===== config.mk =====
export PLATFORM = sky130hd
export DESIGN_NAME = window_comparator
export DESIGN_NICKNAME = d
export VERILOG_FILES = /design/src/rtl/wincmp_pkg.sv /design/src/rtl/window_comparator_ch.sv /design/src/rtl/window_comparator.sv
export SDC_FILE = /design/constraint.sdc
export NUM_CORES = 1
export LEC_CHECK = 0
export ABC_AREA = 1
export CAP_MARGIN = 25
export CORE_UTILIZATION = 34
export CTS_CLUSTER_SIZE = 12
export DETAILED_ROUTE_END_ITERATION = 6
export PLACE_DENSITY_LB_ADDON = 0.2
export SLEW_MARGIN = 40
export SYNTH_ARGS = -nofsm -noshare
export SYNTH_HDL_FRONTEND = slang
export SYNTH_HIERARCHICAL = 1
export SYNTH_SLANG_ARGS = --single-unit
export TNS_END_PERCENT = 5

===== constraint.sdc =====
create_clock -name clk -period 2.95 [get_ports clk]
set_input_delay 0.59 -clock clk [delete_from_list [all_inputs] [get_ports clk]]
set_output_delay 0.59 -clock clk [all_outputs]
set_load 0.01 [all_outputs]

===== src/rtl/wincmp_pkg.sv =====
// rtl/wincmp_pkg.sv - shared types and build options for the window comparator (hysteresis via WINCMP_HYST_EN)
package wincmp_pkg;

    typedef enum logic [1:0] {ST_UNPRIMED, ST_OUTSIDE, ST_INSIDE} wincmp_state_t;

    localparam int WINCMP_WIDTH = 10;

`ifdef WINCMP_HYST_EN
    localparam bit WINCMP_HYST_ON = 1'b1;
`else
    localparam bit WINCMP_HYST_ON = 1'b0;
`endif

endpackage


===== src/rtl/window_comparator_ch.sv =====
// rtl/window_comparator_ch.sv - one channel: raw compares, crossing FSM, pulses and sticky hit
module window_comparator_ch
    import wincmp_pkg::*;
#(
    parameter int          WIDTH = WINCMP_WIDTH,
    parameter int unsigned HYST  = 2
) (
    input  logic             clk,
    input  logic             Reset,
    input  logic             in_valid,
    input  logic [WIDTH-1:0] a,
    input  logic [WIDTH-1:0] lo,
    input  logic [WIDTH-1:0] hi,
    input  logic             clear,
    output logic             gt,
    output logic             lt,
    output logic             is_inside,
    output logic             enter,
    output logic             exit,
    output logic             hit_sticky,
    output logic             hit_next
);

    // Exit margin is zero unless hysteresis is compiled in; the extra bit keeps hi + margin from wrapping.
    localparam logic [WIDTH:0] MARGIN = WINCMP_HYST_ON ? (WIDTH+1)'(HYST) : '0;

    wincmp_state_t state, state_nxt;
    logic          raw_gt, raw_lt, in_win, leave;
    logic          enter_nxt, exit_nxt;
    logic [WIDTH:0] a_x, lo_x, hi_x;

    always_comb begin
        a_x    = {1'b0, a};
        lo_x   = {1'b0, lo};
        hi_x   = {1'b0, hi};
        raw_gt = a > hi;
        raw_lt = a < lo;
        in_win = !raw_gt && !raw_lt;
        // An empty window must never keep a channel inside, even within the margin.
        leave  = (a_x > hi_x + MARGIN) || (a_x + MARGIN < lo_x) || (lo > hi);
    end

    always_comb begin
        state_nxt = state;
        enter_nxt = 1'b0;
        exit_nxt  = 1'b0;
        if (in_valid) begin
            case (state)
                ST_OUTSIDE: begin
                    if (in_win) begin
                        state_nxt = ST_INSIDE;
                        enter_nxt = 1'b1;
                    end
                end
                ST_INSIDE: begin
                    if (leave) begin
                        state_nxt = ST_OUTSIDE;
                        exit_nxt  = 1'b1;
                    end
                end
                default: state_nxt = in_win ? ST_INSIDE : ST_OUTSIDE;
            endcase
        end
    end

    assign hit_next = enter_nxt | (hit_sticky & ~clear);

    always_ff @(posedge clk or posedge Reset) begin
        if (Reset) begin
            state      <= ST_UNPRIMED;
            gt         <= 1'b0;
            lt         <= 1'b0;
            is_inside  <= 1'b0;
            enter      <= 1'b0;
            exit       <= 1'b0;
            hit_sticky <= 1'b0;
        end else begin
            state      <= state_nxt;
            enter      <= enter_nxt;
            exit       <= exit_nxt;
            hit_sticky <= hit_next;
            if (in_valid) begin
                gt        <= raw_gt;
                lt        <= raw_lt;
                is_inside <= (state_nxt == ST_INSIDE);
            end
        end
    end

endmodule


===== src/rtl/window_comparator.sv =====
// rtl/window_comparator.sv - multi-channel registered window comparator (hysteresis via WINCMP_HYST_EN)
module window_comparator
    import wincmp_pkg::*;
#(
    parameter int          WIDTH    = WINCMP_WIDTH,
    parameter int          CHANNELS = 4,
    parameter int unsigned HYST     = 2
) (
    input  logic                      clk,
    input  logic                      Reset,
    input  logic                      in_valid,
    input  logic [CHANNELS*WIDTH-1:0] a,
    input  logic [WIDTH-1:0]          lo,
    input  logic [WIDTH-1:0]          hi,
    input  logic                      clear,
    output logic                      out_valid,
    output logic [CHANNELS-1:0]       gt,
    output logic [CHANNELS-1:0]       lt,
    output logic [CHANNELS-1:0]       is_inside,
    output logic [CHANNELS-1:0]       enter,
    output logic [CHANNELS-1:0]       exit,
    output logic [CHANNELS-1:0]       hit_sticky,
    output logic                      any_hit
);

    logic [CHANNELS-1:0] hit_next;

    for (genvar i = 0; i < CHANNELS; i++) begin : g_ch
        window_comparator_ch #(
            .WIDTH (WIDTH),
            .HYST  (HYST)
        ) u_ch (
            .clk        (clk),
            .Reset      (Reset),
            .in_valid   (in_valid),
            .a          (a[i*WIDTH +: WIDTH]),
            .lo         (lo),
            .hi         (hi),
            .clear      (clear),
            .gt         (gt[i]),
            .lt         (lt[i]),
            .is_inside  (is_inside[i]),
            .enter      (enter[i]),
            .exit       (exit[i]),
            .hit_sticky (hit_sticky[i]),
            .hit_next   (hit_next[i])
        );
    end

    // any_hit is built from the next sticky values so it lines up with hit_sticky.
    always_ff @(posedge clk or posedge Reset) begin
        if (Reset) begin
            out_valid <= 1'b0;
            any_hit   <= 1'b0;
        end else begin
            out_valid <= in_valid;
            any_hit   <= |hit_next;
        end
    end

endmodule


==> out/qor.log, run 1 <==
qor: detailed_routing.highest-signal-layer met4
qor: worst_setup_path.timing.critical_path.required 3.17 ns
qor: floorplan.floorplan.die_area 15200 µm²
qor: clock_tree.cts_setup_buffers 0
qor: clock_tree.clock_latency 0.28 ns
qor: floorplan.die_h 123 µm
qor: detailed_routing.met2_length 5510 µm
qor: detailed_routing.route.met3.wl 342 µm
qor: final_layout.antenna_cells_inserted 0
qor: worst_setup_path.crit_path_top_delay_cell sky130_fd_sc_hd__clkdlybuf4s50_1
qor: floorplan.io-pin-count 90
qor: yosys.synthesis.instances 727
qor: power_and_ir_drop.cellPowerDensity 394 nW/µm²
qor: placement.place_ws 0.0922 ns
qor: clock_tree.clock-root-buffer sky130_fd_sc_hd__clkbuf_16
qor: detailed_routing.dr.first_iter.drc_count 131
qor: detailed_routing.wl_per_cell 11.6 µm
qor: sta.layout_worst_path_cycle_share 0.852
qor: yosys.synth_top_flop_cell sky130_fd_sc_hd__dfrtp_1
qor: yosys.synthesis.yosys.warnings 6
qor: yosys.syn-num-nets 915
qor: global_routing.grt_antenna_before_repair 0
qor: clock_tree.tritoncts_num_sinks 34
qor: detailed_routing.first_pass_iters 4
qor: global_routing.vias_in_the_first_global_route 4447
qor: power_and_ir_drop.static-leakage-power 3.66 nW
qor: floorplan.initial_core_util 0.346
qor: clock_tree.holdBufCountCts 0
qor: sta.maxClockFrequency 0.398 GHz
qor: placement.port_buffers 89
qor: clock_tree.worst_setup_hold_path_clk_slew 0.05 ns
qor: power_and_ir_drop.switching_share 0.398
qor: worst_setup_path.timing.rr.start g_ch[0].u_ch/state[0]
qor: worst_setup_path.reg2reg_to g_ch[0].u_ch/is_inside
qor: sta.worst_slack 0.438 ns
qor: placement.routability_congestion 0.822
qor: floorplan.die_w 123 µm
qor: clock_tree.tritoncts_clock_tree done
qor: sta.fin_tns_setup 0 ns
qor: sta.hold_violations 0
qor: worst_setup_path.worst_r2r_path_depth 8
qor: final_layout.area_delta_synth_final 26.2%
qor: yosys.yosys.cell_count.top_type sky130_fd_sc_hd__nand2_1
qor: yosys.mappedNetlistArea 5010 µm²
qor: clock_tree.cts_inserted_buffers 5
qor: yosys.yosys.area.top_type_share 0.309
qor: detailed_routing.vias 4526
qor: yosys.synth_commonest_cells 215 x sky130_fd_sc_hd__nand2_1, 175 x sky130_fd_sc_hd__inv_1, 124 x sky130_fd_sc_hd__ha_1
qor: floorplan.fp-row-count 44
qor: worst_setup_path.crit_path_max_incr_delay 0.71 ns
qor: power_and_ir_drop.power.share.sequential 0.265
qor: final_layout.finalNetCount 1015
qor: detailed_routing.routed_vias_inst 4.47
qor: yosys.asyncSetResetFlopFracSynth 1.00
qor: sta.slew_violations 0
qor: detailed_routing.m1WireLength 5820 µm
qor: yosys.post_synth.cell_area_avg 6.90 µm²
qor: worst_setup_path.worstSetupPathType input pin to flop
qor: global_routing.grt.overflow.total 0
qor: sta.finalClockSkew 0.00332 ns
qor: floorplan.core 14500 µm²
qor: hold_path.worst_hold_path.endpoint g_ch[3].u_ch/lt
qor: sta.timing_worst_slew_pin_value 0.488 ns
qor: clock_tree.cts_htree_levels 2
qor: yosys.edff_count_synth 0
qor: worst_setup_path.worst_setup_path_start_kind input pin
qor: power_and_ir_drop.cell_internal_power 0.00150 W
qor: power_and_ir_drop.comb_power_share 0.526
qor: final_layout.postLayoutCoreUtil 0.437
qor: hold_path.min_path_type flop to flop
qor: yosys.synth.distinct_cells 24
qor: worst_setup_path.worstSetupEndpointType flop
qor: placement.post_detail_place_hpwl 10400 µm
qor: yosys.ys_top_cells_by_area sky130_fd_sc_hd__ha_1 31%, sky130_fd_sc_hd__dfrtp_1 17%, sky130_fd_sc_hd__nand2_1 16%, sky130_fd_sc_hd__inv_1 13%, sky130_fd_sc_hd__nor2_1 2.5%
qor: sta.rsz0062_at_grt false
qor: sta.hold_ws 0.483 ns
qor: detailed_routing.drc_errors 0
qor: final_layout.drive_above_1_share 0.0894
qor: worst_setup_path.cp_data_arrival_time 2.73 ns
qor: global_routing.grt_max_degree 12
qor: power_and_ir_drop.total_switching_power 0.000994 W
qor: detailed_routing.final_antenna_net_count 0
qor: detailed_routing.finalWirelength 11800 µm
qor: global_routing.global_route_wire_length_before_repair 19700 µm
qor: yosys.synth_area_leader_cell sky130_fd_sc_hd__ha_1
qor: clock_tree.postCtsResizedCells 0
qor: power_and_ir_drop.vdd.ir_drop.worst 0.211 mV
qor: hold_path.worstHoldStart g_ch[3].u_ch/lt
qor: clock_tree.max-clock-path-buffers 2
qor: worst_setup_path.cp_cell_sequence clkdlybuf4s50_1 -> inv_1 -> ha_1 -> nand2_1 -> nor2_1 -> nand3_1 -> nand3_4 -> nand3_2 -> a21oi_2 -> nand2_1 -> nand2_1 -> nand3_1 -> nand2_1
qor: sta.period_minus_slack 2.51 ns
qor: worst_setup_path.path_max_fanout 8
qor: sta.setup_viol 0
qor: sta.max-slew-margin-rel 0.673
qor: yosys.synth-seq-cells 34
qor: worst_setup_path.crit_path_frequent_cell sky130_fd_sc_hd__nand2_1
qor: power_and_ir_drop.share_clk_of_total_power 0.208
qor: run.drv_cap 0
qor: global_routing.grt.total_usage 0.165
qor: yosys.synth-seq-area-share 0.170
qor: hold_path.holdPathStages 2
qor: status.outcome finished clean
qor: worst_setup_path.regToRegSetupSlack 1.56 ns
per-layer routing:
metal / GRT usage / vias to the layer above
li1: - / 2469
met1: 0.216 / 1996
met2: 0.289 / 52
met3: 0.0217 / 9
met4: 0.0264 / 0
met5: 0 / -
flip-flops by register name, indices dropped and copies added (netlist names):
register / count
g_ch.u_ch/is_inside: 4
any_hit: 1
g_ch.u_ch/lt: 4
g_ch.u_ch/exit: 4
out_valid: 1
g_ch.u_ch/gt: 4
g_ch.u_ch/state: 8
g_ch.u_ch/enter: 4
g_ch.u_ch/hit_sticky: 4
power by group through the flow:
stage               clock network [W]  registers (W)  logic, W
CTS                          0.000530       0.000663   0.00133
floorplan                           0       0.000683  0.000838
global placement                    0       0.000672   0.00132
detailed placement                  0       0.000669   0.00133
global route                 0.000554       0.000677   0.00152
finish                       0.000520       0.000662   0.00131
layout by cell type (no fill, tap or decap):
cell type	Yosys	routed
sky130_fd_sc_hd__nand2_2	11	11
sky130_fd_sc_hd__a21oi_1	25	25
sky130_fd_sc_hd__o22ai_1	4	4
sky130_fd_sc_hd__clkbuf_8	0	1
sky130_fd_sc_hd__inv_2	4	4
sky130_fd_sc_hd__buf_4	0	8
sky130_fd_sc_hd__nand4_1	8	8
sky130_fd_sc_hd__a21oi_2	7	7
sky130_fd_sc_hd__dfrtp_1	34	34
sky130_fd_sc_hd__o21ai_1	4	4
sky130_fd_sc_hd__o21ai_2	4	4
sky130_fd_sc_hd__clkbuf_1	0	1
sky130_fd_sc_hd__clkdlybuf4s50_1	0	89
sky130_fd_sc_hd__clkbuf_16	0	5
sky130_fd_sc_hd__nand2_4	4	4
sky130_fd_sc_hd__a22oi_1	4	4
sky130_fd_sc_hd__nor2_4	7	7
sky130_fd_sc_hd__nand2_1	215	215
sky130_fd_sc_hd__nand3_1	24	24
sky130_fd_sc_hd__o21ai_0	8	8
sky130_fd_sc_hd__nand3_2	12	12
sky130_fd_sc_hd__nand3_4	4	4
sky130_fd_sc_hd__nand4_2	4	4
sky130_fd_sc_hd__clkinv_2	0	1
sky130_fd_sc_hd__a21o_1	5	5
sky130_fd_sc_hd__nor2_1	34	34
sky130_fd_sc_hd__ha_1	124	124
sky130_fd_sc_hd__inv_1	175	175
sky130_fd_sc_hd__nor2_2	2	2
final cells by class:
class	instances	area (µm²)
Sequential cell	34	851
Clock inverter	1	5.00
Clock buffer	7	143
Timing Repair Buffer	97	951
Multi-Input combinational cell	510	3480
Inverter	179	672
Tap cell	184	230
Fill cell	1520	8150
kinds of logic after synthesis:
group                    synth area share
buffers and inverters               0.137
AND/OR/NAND/NOR                     0.309
adder cells (fa/ha/maj)             0.309
flip-flops                          0.170
AO/OA/AOI/OAI                      0.0746
worst max-delay path by stage:
stage	from	end	slack, ns	cells after the start
6_report	lo[5]	g_ch[0].u_ch/is_inside	0.44	13
5_1_grt	lo[7]	g_ch[0].u_ch/is_inside	0.22	15
4_1_cts	lo[5]	g_ch[0].u_ch/is_inside	0.40	13
3_5_place_dp	lo[5]	g_ch[0].u_ch/is_inside	0.09	13
3_3_place_gp	lo[5]	g_ch[1].u_ch/is_inside	0.16	13
2_1_floorplan	lo[7]	g_ch[0].u_ch/is_inside	1.07	14
critical path: cells and delay by family:
kind	cells	cell delay, ns
compound gates	1	0.13
simple gates	9	0.92
buf+inv	2	0.79
fa+ha+maj	1	0.30
stage by stage:
stage / instance area, µm² / instances / total power (W)
2_1_floorplan: 5010 / 727 / 0.00152
3_3_place_gp: 6180 / 1004 / 0.00199
3_5_place_dp: 6180 / 1004 / 0.00200
4_1_cts: 6330 / 1012 / 0.00253
5_1_grt: 6330 / 1012 / 0.00275
6_report: 6330 / 1012 / 0.00250
Power figures use the tool's default switching activity.
==> run 2: changes to the inputs <==
--- a/config.mk
+++ b/config.mk
@@ -7,7 +7,7 @@
 export LEC_CHECK = 0
 export ABC_AREA = 1
 export CAP_MARGIN = 25
-export CORE_UTILIZATION = 34
+export CORE_UTILIZATION = 59
 export CTS_CLUSTER_SIZE = 12
 export DETAILED_ROUTE_END_ITERATION = 6
 export PLACE_DENSITY_LB_ADDON = 0.2
==> run 2 against run 1 <==
  * First-iteration DRC count shrank 24%
  * Clock skew grew 0.0019 ns
  * Via count grew 2.6%
  * Critical path type unchanged
==> out/qor.log, run 2 (synthesized netlist as in run 1, its figures left out) <==
qor: placement.dpl-instance-area 6030 µm² [was 6180 µm²]
qor: clock_tree.holdBufCountCts 0 [unchanged]
qor: detailed_routing.dr.first_iter.drc_count 100 [was 131]
qor: placement.routability_congestion 0.859 [was 0.822]
qor: final_layout.drive_above_1_share 0.0828 [was 0.0894]
qor: worst_setup_path.crit_path_max_incr_delay 0.71 ns [about the same]
qor: floorplan.fp-row-count 33 [was 44]
qor: sta.setup_viol 0 [unchanged]
qor: final_layout.layoutNonFillerInstCount 926 [was 1012]
qor: power_and_ir_drop.cellPowerDensity 383 nW/µm² [was 394 nW/µm²]
qor: final_layout.antenna_cells_inserted 0 [unchanged]
qor: power_and_ir_drop.totalPowerFinal 0.00234 W [was 0.00250 W]
qor: sta.maxClockFrequency 0.390 GHz [was 0.398 GHz]
qor: final_layout.number_of_flip_flops_in_the_largest_register 8 [unchanged]
qor: sta.slew_violations 0 [unchanged]
qor: detailed_routing.routed_vias_inst 5.02 [was 4.47]
qor: sta.fin_tns_setup 0 ns [unchanged]
qor: power_and_ir_drop.static-leakage-power 3.59 nW [was 3.66 nW]
qor: global_routing.met1_usage 0.330 [was 0.216]
qor: clock_tree.clock-root-buffer sky130_fd_sc_hd__clkbuf_8 [was sky130_fd_sc_hd__clkbuf_16]
qor: final_layout.final_common_cell sky130_fd_sc_hd__nand2_1 [unchanged]
qor: detailed_routing.wl_per_cell 12.2 µm [was 11.6 µm]
qor: final_layout.final_area 6120 µm² [was 6330 µm²]
qor: final_layout.top_register g_ch.u_ch/state [unchanged]
qor: detailed_routing.finalWirelength 11300 µm [was 11800 µm]
qor: sta.period_minus_slack 2.57 ns [was 2.51 ns]
qor: clock_tree.tritoncts_clock_tree done [unchanged]
qor: power_and_ir_drop.switching_share 0.423 [was 0.398]
qor: clock_tree.tritoncts_num_sinks 34 [unchanged]
qor: sta.layout_worst_path_cycle_share 0.870 [was 0.852]
qor: global_routing.grt_antenna_before_repair 0 [unchanged]
qor: power_and_ir_drop.vdd.ir_drop.worst 0.479 mV [was 0.211 mV]
qor: clock_tree.clock_latency 0.28 ns [about the same]
qor: clock_tree.postCtsResizedCells 0 [unchanged]
qor: floorplan.die_h 94.2 µm [was 123 µm]
qor: detailed_routing.drc_errors 0 [unchanged]
qor: clock_tree.worst_setup_hold_path_clk_slew 0.07 ns [was 0.05 ns]
qor: sta.finalClockSkew 0.00517 ns [was 0.00332 ns]
qor: worst_setup_path.path_max_fanout 8 [unchanged]
qor: global_routing.vias_in_the_first_global_route 4660 [was 4447]
qor: final_layout.top_library_cells_by_usage_in_the_layout_fill_and_taps_aside 215 x sky130_fd_sc_hd__nand2_1, 175 x sky130_fd_sc_hd__inv_1, 124 x sky130_fd_sc_hd__ha_1 [unchanged]
qor: power_and_ir_drop.total_switching_power 0.000991 W [was 0.000994 W]
qor: floorplan.io-pin-count 90 [unchanged]
qor: clock_tree.cts_htree_levels 2 [unchanged]
qor: global_routing.grt.busiest_layer met2 [unchanged]
qor: final_layout.area_delta_synth_final 22.1% [was 26.2%]
qor: power_and_ir_drop.cell_internal_power 0.00135 W [was 0.00150 W]
qor: global_routing.global_route_wire_length_before_repair 19400 µm [was 19700 µm]
qor: placement.post_detail_place_hpwl 9890 µm [was 10400 µm]
qor: global_routing.grt_use_met3 0.0364 [was 0.0217]
qor: global_routing.grt.total_usage 0.271 [was 0.165]
qor: floorplan.die_w 94.2 µm [was 123 µm]
qor: power_and_ir_drop.share_clk_of_total_power 0.154 [was 0.208]
qor: power_and_ir_drop.comb_power_share 0.565 [was 0.526]
qor: final_layout.finalNetCount 1008 [was 1015]
qor: clock_tree.cts_setup_buffers 0 [unchanged]
qor: worst_setup_path.worstSetupPathType input pin to flop [unchanged]
qor: status.outcome finished clean [unchanged]
qor: sta.timing_worst_slew_pin_value 0.432 ns [was 0.488 ns]
qor: global_routing.met2_usage 0.508 [was 0.289]
qor: floorplan.floorplan.die_area 8870 µm² [was 15200 µm²]
qor: sta.hold_violations 0 [unchanged]
qor: power_and_ir_drop.power.share.sequential 0.281 [was 0.265]
qor: clock_tree.cts_inserted_buffers 5 [unchanged]
qor: detailed_routing.vias 4645 [was 4526]
qor: placement.dpl.cell_count 918 [was 1004]
qor: global_routing.grt.overflow.total 0 [unchanged]
qor: floorplan.core 8220 µm² [was 14500 µm²]
qor: global_routing.grt_max_degree 12 [unchanged]
qor: worst_setup_path.timing.critical_path.required 3.12 ns [was 3.17 ns]
qor: worst_setup_path.crit_path_top_delay_cell sky130_fd_sc_hd__clkdlybuf4s50_1 [unchanged]
qor: worst_setup_path.worst_setup_path_start_kind input pin [unchanged]
qor: worst_setup_path.worstSetupEndpointType flop [unchanged]
qor: detailed_routing.first_pass_iters 4 [unchanged]
qor: placement.port_buffers 89 [unchanged]
qor: sta.rsz0062_at_grt false [unchanged]
qor: worst_setup_path.cp_cell_sequence clkdlybuf4s50_1 -> inv_1 -> ha_1 -> a21o_1 -> nor2_1 -> nand3_4 -> nand2_1 -> nand2_1 -> nand2_1 -> nand2_1 -> nand2_1 -> nand2_2 -> nand3_1 -> nand2_1 [was clkdlybuf4s50_1 -> inv_1 -> ha_1 -> nand2_1 -> nor2_1 -> nand3_1 -> nand3_4 -> nand3_2 -> a21oi_2 -> nand2_1 -> nand2_1 -> nand3_1 -> nand2_1]
qor: worst_setup_path.crit_path_frequent_cell sky130_fd_sc_hd__nand2_1 [unchanged]
qor: detailed_routing.final_antenna_net_count 0 [unchanged]
qor: sta.max-slew-margin-rel 0.711 [was 0.673]
qor: floorplan.initial_core_util 0.610 [was 0.346]
qor: worst_setup_path.cp_data_arrival_time 2.73 ns [about the same]
qor: run.drv_cap 0 [unchanged]
qor: clock_tree.max-clock-path-buffers 2 [unchanged]
qor: hold_path.min_path_type flop to flop [unchanged]
qor: final_layout.n_fill_cell 658 [was 1520]
==> run 2: critical path, delay by kind of cell <==
| family | cells | cell delay [ns] |
|---|---|---|
| AO/OA/AOI/OAI | 1 | 0.18 |
| AND/OR/NAND/NOR | 10 | 0.86 |
| adder cells (fa/ha/maj) | 1 | 0.30 |
| buffers and inverters | 2 | 0.80 |
==> run 2: final timing paths <==
| path | cells past startpoint | startpoint | endpoint | slack (ns) |
|---|---|---|---|---|
| worst max register to register | 8 | g_ch[1].u_ch/state[0] | g_ch[1].u_ch/is_inside | 1.55 |
| max in group asynchronous | 2 | Reset | g_ch[2].u_ch/lt | 1.98 |
| worst min-delay path | 2 | g_ch[0].u_ch/is_inside | g_ch[0].u_ch/is_inside | 0.49 |
| worst max-delay path | 14 | lo[9] | g_ch[1].u_ch/is_inside | 0.38 |
| min in group asynchronous | 2 | Reset | out_valid | 0.63 |
| worst min register to register | 2 | g_ch[0].u_ch/is_inside | g_ch[0].u_ch/is_inside | 0.49 |
==> run 2: area by class of cell <==
class	count	area [µm²]	share of cell area
multi-input combinational	510	3480	0.568
clock inverter	2	12.5	0.00204
tap	105	131	0.0215
clock buffer	6	82.6	0.0135
timing repair buffer	90	898	0.147
sequential	34	851	0.139
inverter	179	672	0.110
==> run 2: metrics by stage <==
step	setup slack [ns]	hold slack, ns	util
floorplan	1.07	0.331	-
global placement	0.196	0.470	0.734
detailed placement	0.131	0.472	0.734
CTS	0.423	0.490	0.745
global route	0.185	0.517	0.745
finish	0.385	0.489	0.745
==> run 2: power by group through the flow <==
stage	logic (W)	clock network, W	registers [W]
3_3_place_gp	0.00126	0	0.000658
2_1_floorplan	0.000838	0	0.000683
5_1_grt	0.00151	0.000384	0.000668
3_5_place_dp	0.00132	0	0.000665
6_report	0.00132	0.000360	0.000658
4_1_cts	0.00133	0.000363	0.000657
==> run 2: per-layer routing <==
layer  wire, µm  vias to the layer above  share of wire
met3        325                        8          0.029
met5          0                        -              0
met1       5240                     2113           0.46
met2       5710                       75           0.50
li1           -                     2449              -
met4         63                        0         0.0056
==> run 3: changes to the inputs <==
==> constraint.sdc (replaced) <==
create_clock -name clk -period 2.95 [get_ports clk]
set_input_delay 0.4425 -clock clk [delete_from_list [all_inputs] [get_ports clk]]
set_output_delay 0.4425 -clock clk [all_outputs]
set_load 0.01 [all_outputs]
==> run 3 against run 2 <==
  * Clock power up 11%
  * Cell area up 0.25%
  * Wire length increased by 2.5%
  * Critical path type unchanged
==> out/qor.log, run 3 (synthesized netlist as in run 1, its figures left out) <==
qor: placement.dpl.cell_count 918 [unchanged]
qor: final_layout.top_register g_ch.u_ch/state [unchanged]
qor: status.outcome finished clean [unchanged]
qor: floorplan.initial_core_util 0.610 [unchanged]
qor: detailed_routing.first_pass_iters 4 [unchanged]
qor: final_layout.register_area 851 µm² [unchanged]
qor: clock_tree.tritoncts_num_sinks 34 [unchanged]
qor: clock_tree.holdBufCountCts 0 [unchanged]
qor: detailed_routing.wl_per_cell 12.6 µm [was 12.2 µm]
qor: final_layout.layoutNonFillerInstCount 926 [unchanged]
qor: global_routing.grt_antenna_before_repair 0 [unchanged]
qor: sta.maxClockFrequency 0.406 GHz [was 0.390 GHz]
qor: power_and_ir_drop.static-leakage-power 3.61 nW [was 3.59 nW]
qor: sta.hold_violations 0 [unchanged]
qor: sta.slew_violations 0 [unchanged]
qor: worst_setup_path.worstSetupEndpointType flop [unchanged]
qor: power_and_ir_drop.cellPowerDensity 390 nW/µm² [was 383 nW/µm²]
qor: clock_tree.tritoncts_clock_tree done [unchanged]
qor: worst_setup_path.path_max_fanout 8 [unchanged]
qor: final_layout.number_of_flip_flops_in_the_largest_register 8 [unchanged]
qor: floorplan.io-pin-count 90 [unchanged]
qor: sta.layout_worst_path_cycle_share 0.835 [was 0.870]
qor: floorplan.fp-row-count 33 [unchanged]
qor: clock_tree.postCtsResizedCells 0 [unchanged]
qor: worst_setup_path.reg2reg_to g_ch[1].u_ch/is_inside [unchanged]
qor: power_and_ir_drop.totalPowerFinal 0.00239 W [was 0.00234 W]
qor: final_layout.n_fill_cell 660 [was 658]
qor: sta.period_minus_slack 2.46 ns [was 2.57 ns]
qor: clock_tree.clock-root-buffer sky130_fd_sc_hd__clkbuf_8 [unchanged]
qor: floorplan.die_h 94.2 µm [unchanged]
qor: detailed_routing.routed_vias_inst 5.09 [was 5.02]
qor: clock_tree.cts_inserted_buffers 5 [unchanged]
qor: detailed_routing.final_antenna_net_count 0 [unchanged]
qor: sta.fin_tns_setup 0 ns [unchanged]
qor: global_routing.global_route_wire_length_before_repair 19700 µm [was 19400 µm]
qor: run.drv_cap 0 [unchanged]
qor: final_layout.top_library_cells_by_usage_in_the_layout_fill_and_taps_aside 215 x sky130_fd_sc_hd__nand2_1, 175 x sky130_fd_sc_hd__inv_1, 124 x sky130_fd_sc_hd__ha_1 [unchanged]
qor: sta.setup_viol 0 [unchanged]
qor: worst_setup_path.timing.rr.start g_ch[1].u_ch/state[1] [was g_ch[1].u_ch/state[0]]
qor: worst_setup_path.regToRegSetupSlack 1.48 ns [was 1.55 ns]
qor: sta.timing_worst_slew_pin_value 0.468 ns [was 0.432 ns]
qor: worst_setup_path.worst_r2r_path_depth 8 [unchanged]
qor: hold_path.min_path_type input pin to asynchronous set/reset pin [was flop to flop]
qor: detailed_routing.drc_errors 0 [unchanged]
qor: sta.hold_ws 0.473 ns [was 0.489 ns]
qor: worst_setup_path.worst_setup_path_start_kind input pin [unchanged]
qor: detailed_routing.finalWirelength 11600 µm [was 11300 µm]
qor: detailed_routing.vias 4713 [was 4645]
qor: clock_tree.cts_htree_levels 2 [unchanged]
qor: final_layout.multi_input_gate_area_in_the_final_layout 3480 µm² [unchanged]
qor: final_layout.finalNetCount 1008 [unchanged]
qor: final_layout.area_delta_synth_final 22.4% [was 22.1%]
qor: global_routing.grt.total_usage 0.276 [was 0.271]
qor: clock_tree.clock_latency 0.28 ns [about the same]
qor: global_routing.vias_in_the_first_global_route 4766 [was 4660]
qor: floorplan.floorplan.die_area 8870 µm² [unchanged]
qor: worst_setup_path.cp_data_arrival_time 2.68 ns [was 2.73 ns]
qor: placement.post_detail_place_hpwl 10100 µm [was 9890 µm]
qor: final_layout.drive_above_1_share 0.0828 [unchanged]
qor: clock_tree.cts_setup_buffers 0 [unchanged]
qor: final_layout.antenna_cells_inserted 0 [unchanged]
qor: placement.routability_congestion 0.859 [about the same]
qor: sta.finalClockSkew 0.00391 ns [was 0.00517 ns]
qor: sta.rsz0062_at_grt false [unchanged]
qor: detailed_routing.dr.first_iter.drc_count 140 [was 100]
qor: worst_setup_path.timing.critical_path.required 3.17 ns [was 3.12 ns]
qor: floorplan.core 8220 µm² [unchanged]
qor: global_routing.grt_max_degree 12 [unchanged]
qor: global_routing.grt.overflow.total 0 [unchanged]
qor: worst_setup_path.worstSetupPathType input pin to flop [unchanged]
qor: power_and_ir_drop.vdd.ir_drop.worst 0.456 mV [was 0.479 mV]
qor: floorplan.die_w 94.2 µm [unchanged]
qor: clock_tree.worst_setup_hold_path_clk_slew 0.07 ns [about the same]
qor: sta.max-slew-margin-rel 0.687 [was 0.711]
qor: final_layout.final_common_cell sky130_fd_sc_hd__nand2_1 [unchanged]
qor: placement.port_buffers 89 [unchanged]
qor: clock_tree.max-clock-path-buffers 2 [unchanged]
-- run 3: changes by cell type in the layout (fill, tap and decap cells not counted), sizes merged --
| cell | previous run | this run |
|---|---|---|
| clkbuf | 6 | 8 |
| clkinv | 1 | 0 |
| clkinvlp | 1 | 0 |
-- run 3: metrics by stage --
step            util  cell area (µm²)  setup slack, ns
6_report       0.747             6140            0.486
5_1_grt        0.747             6140            0.302
4_1_cts        0.747             6140            0.541
3_5_place_dp   0.734             6030            0.262
3_3_place_gp   0.734             6030            0.344
2_1_floorplan      -             5010             1.22
-- run 3: worst max-delay path by stage --
stage	end	slack (ns)	start	depth (start not counted)
after floorplan	g_ch[0].u_ch/is_inside	1.22	lo[7]	14
after CTS	g_ch[1].u_ch/is_inside	0.54	lo[9]	14
after global routing	g_ch[1].u_ch/is_inside	0.30	lo[9]	13
after global placement	g_ch[0].u_ch/is_inside	0.34	lo[9]	13
after detailed placement	g_ch[1].u_ch/is_inside	0.26	lo[9]	14
final	g_ch[1].u_ch/is_inside	0.49	lo[8]	13
-- run 3: area by class of cell --
cell class	count	share of cell area
flip-flops and latches	34	0.139
well taps	105	0.0214
inverters	179	0.109
multi-input cells	510	0.566
repair buffers	90	0.146
clock buffers	8	0.0179
-- run 3: critical path, cell delays in order --
cell and delay [ns]:
sky130_fd_sc_hd__clkdlybuf4s50_1 0.71, sky130_fd_sc_hd__inv_1 0.10, sky130_fd_sc_hd__ha_1 0.29, sky130_fd_sc_hd__nand2_1 0.08, sky130_fd_sc_hd__nor2_1 0.15, sky130_fd_sc_hd__nand3_1 0.14, sky130_fd_sc_hd__nand3_4 0.12, sky130_fd_sc_hd__nand3_2 0.12
sky130_fd_sc_hd__a21oi_1 0.18, sky130_fd_sc_hd__nand2_1 0.11, sky130_fd_sc_hd__nand2_1 0.07, sky130_fd_sc_hd__nand3_1 0.08, sky130_fd_sc_hd__nand2_1 0.09
-- run 3: metal layers --
layer | wire length (µm) | GRT usage | share of wire | vias to the layer above
li1 | - | - | - | 2447
met1 | 5200 | 0.322 | 0.45 | 2157
met2 | 5920 | 0.529 | 0.51 | 95
met3 | 407 | 0.0405 | 0.035 | 14
met4 | 97 | 0.0513 | 0.0083 | 0
met5 | 0 | 0 | 0 | -
-- run 3: power breakdown --
group | internal (W) | switching [W] | total (W)
Clock | 0.000236 | 0.000163 | 0.000399
Combinational | 0.000584 | 0.000750 | 0.00133
Sequential | 0.000580 | 0.0000798 | 0.000660
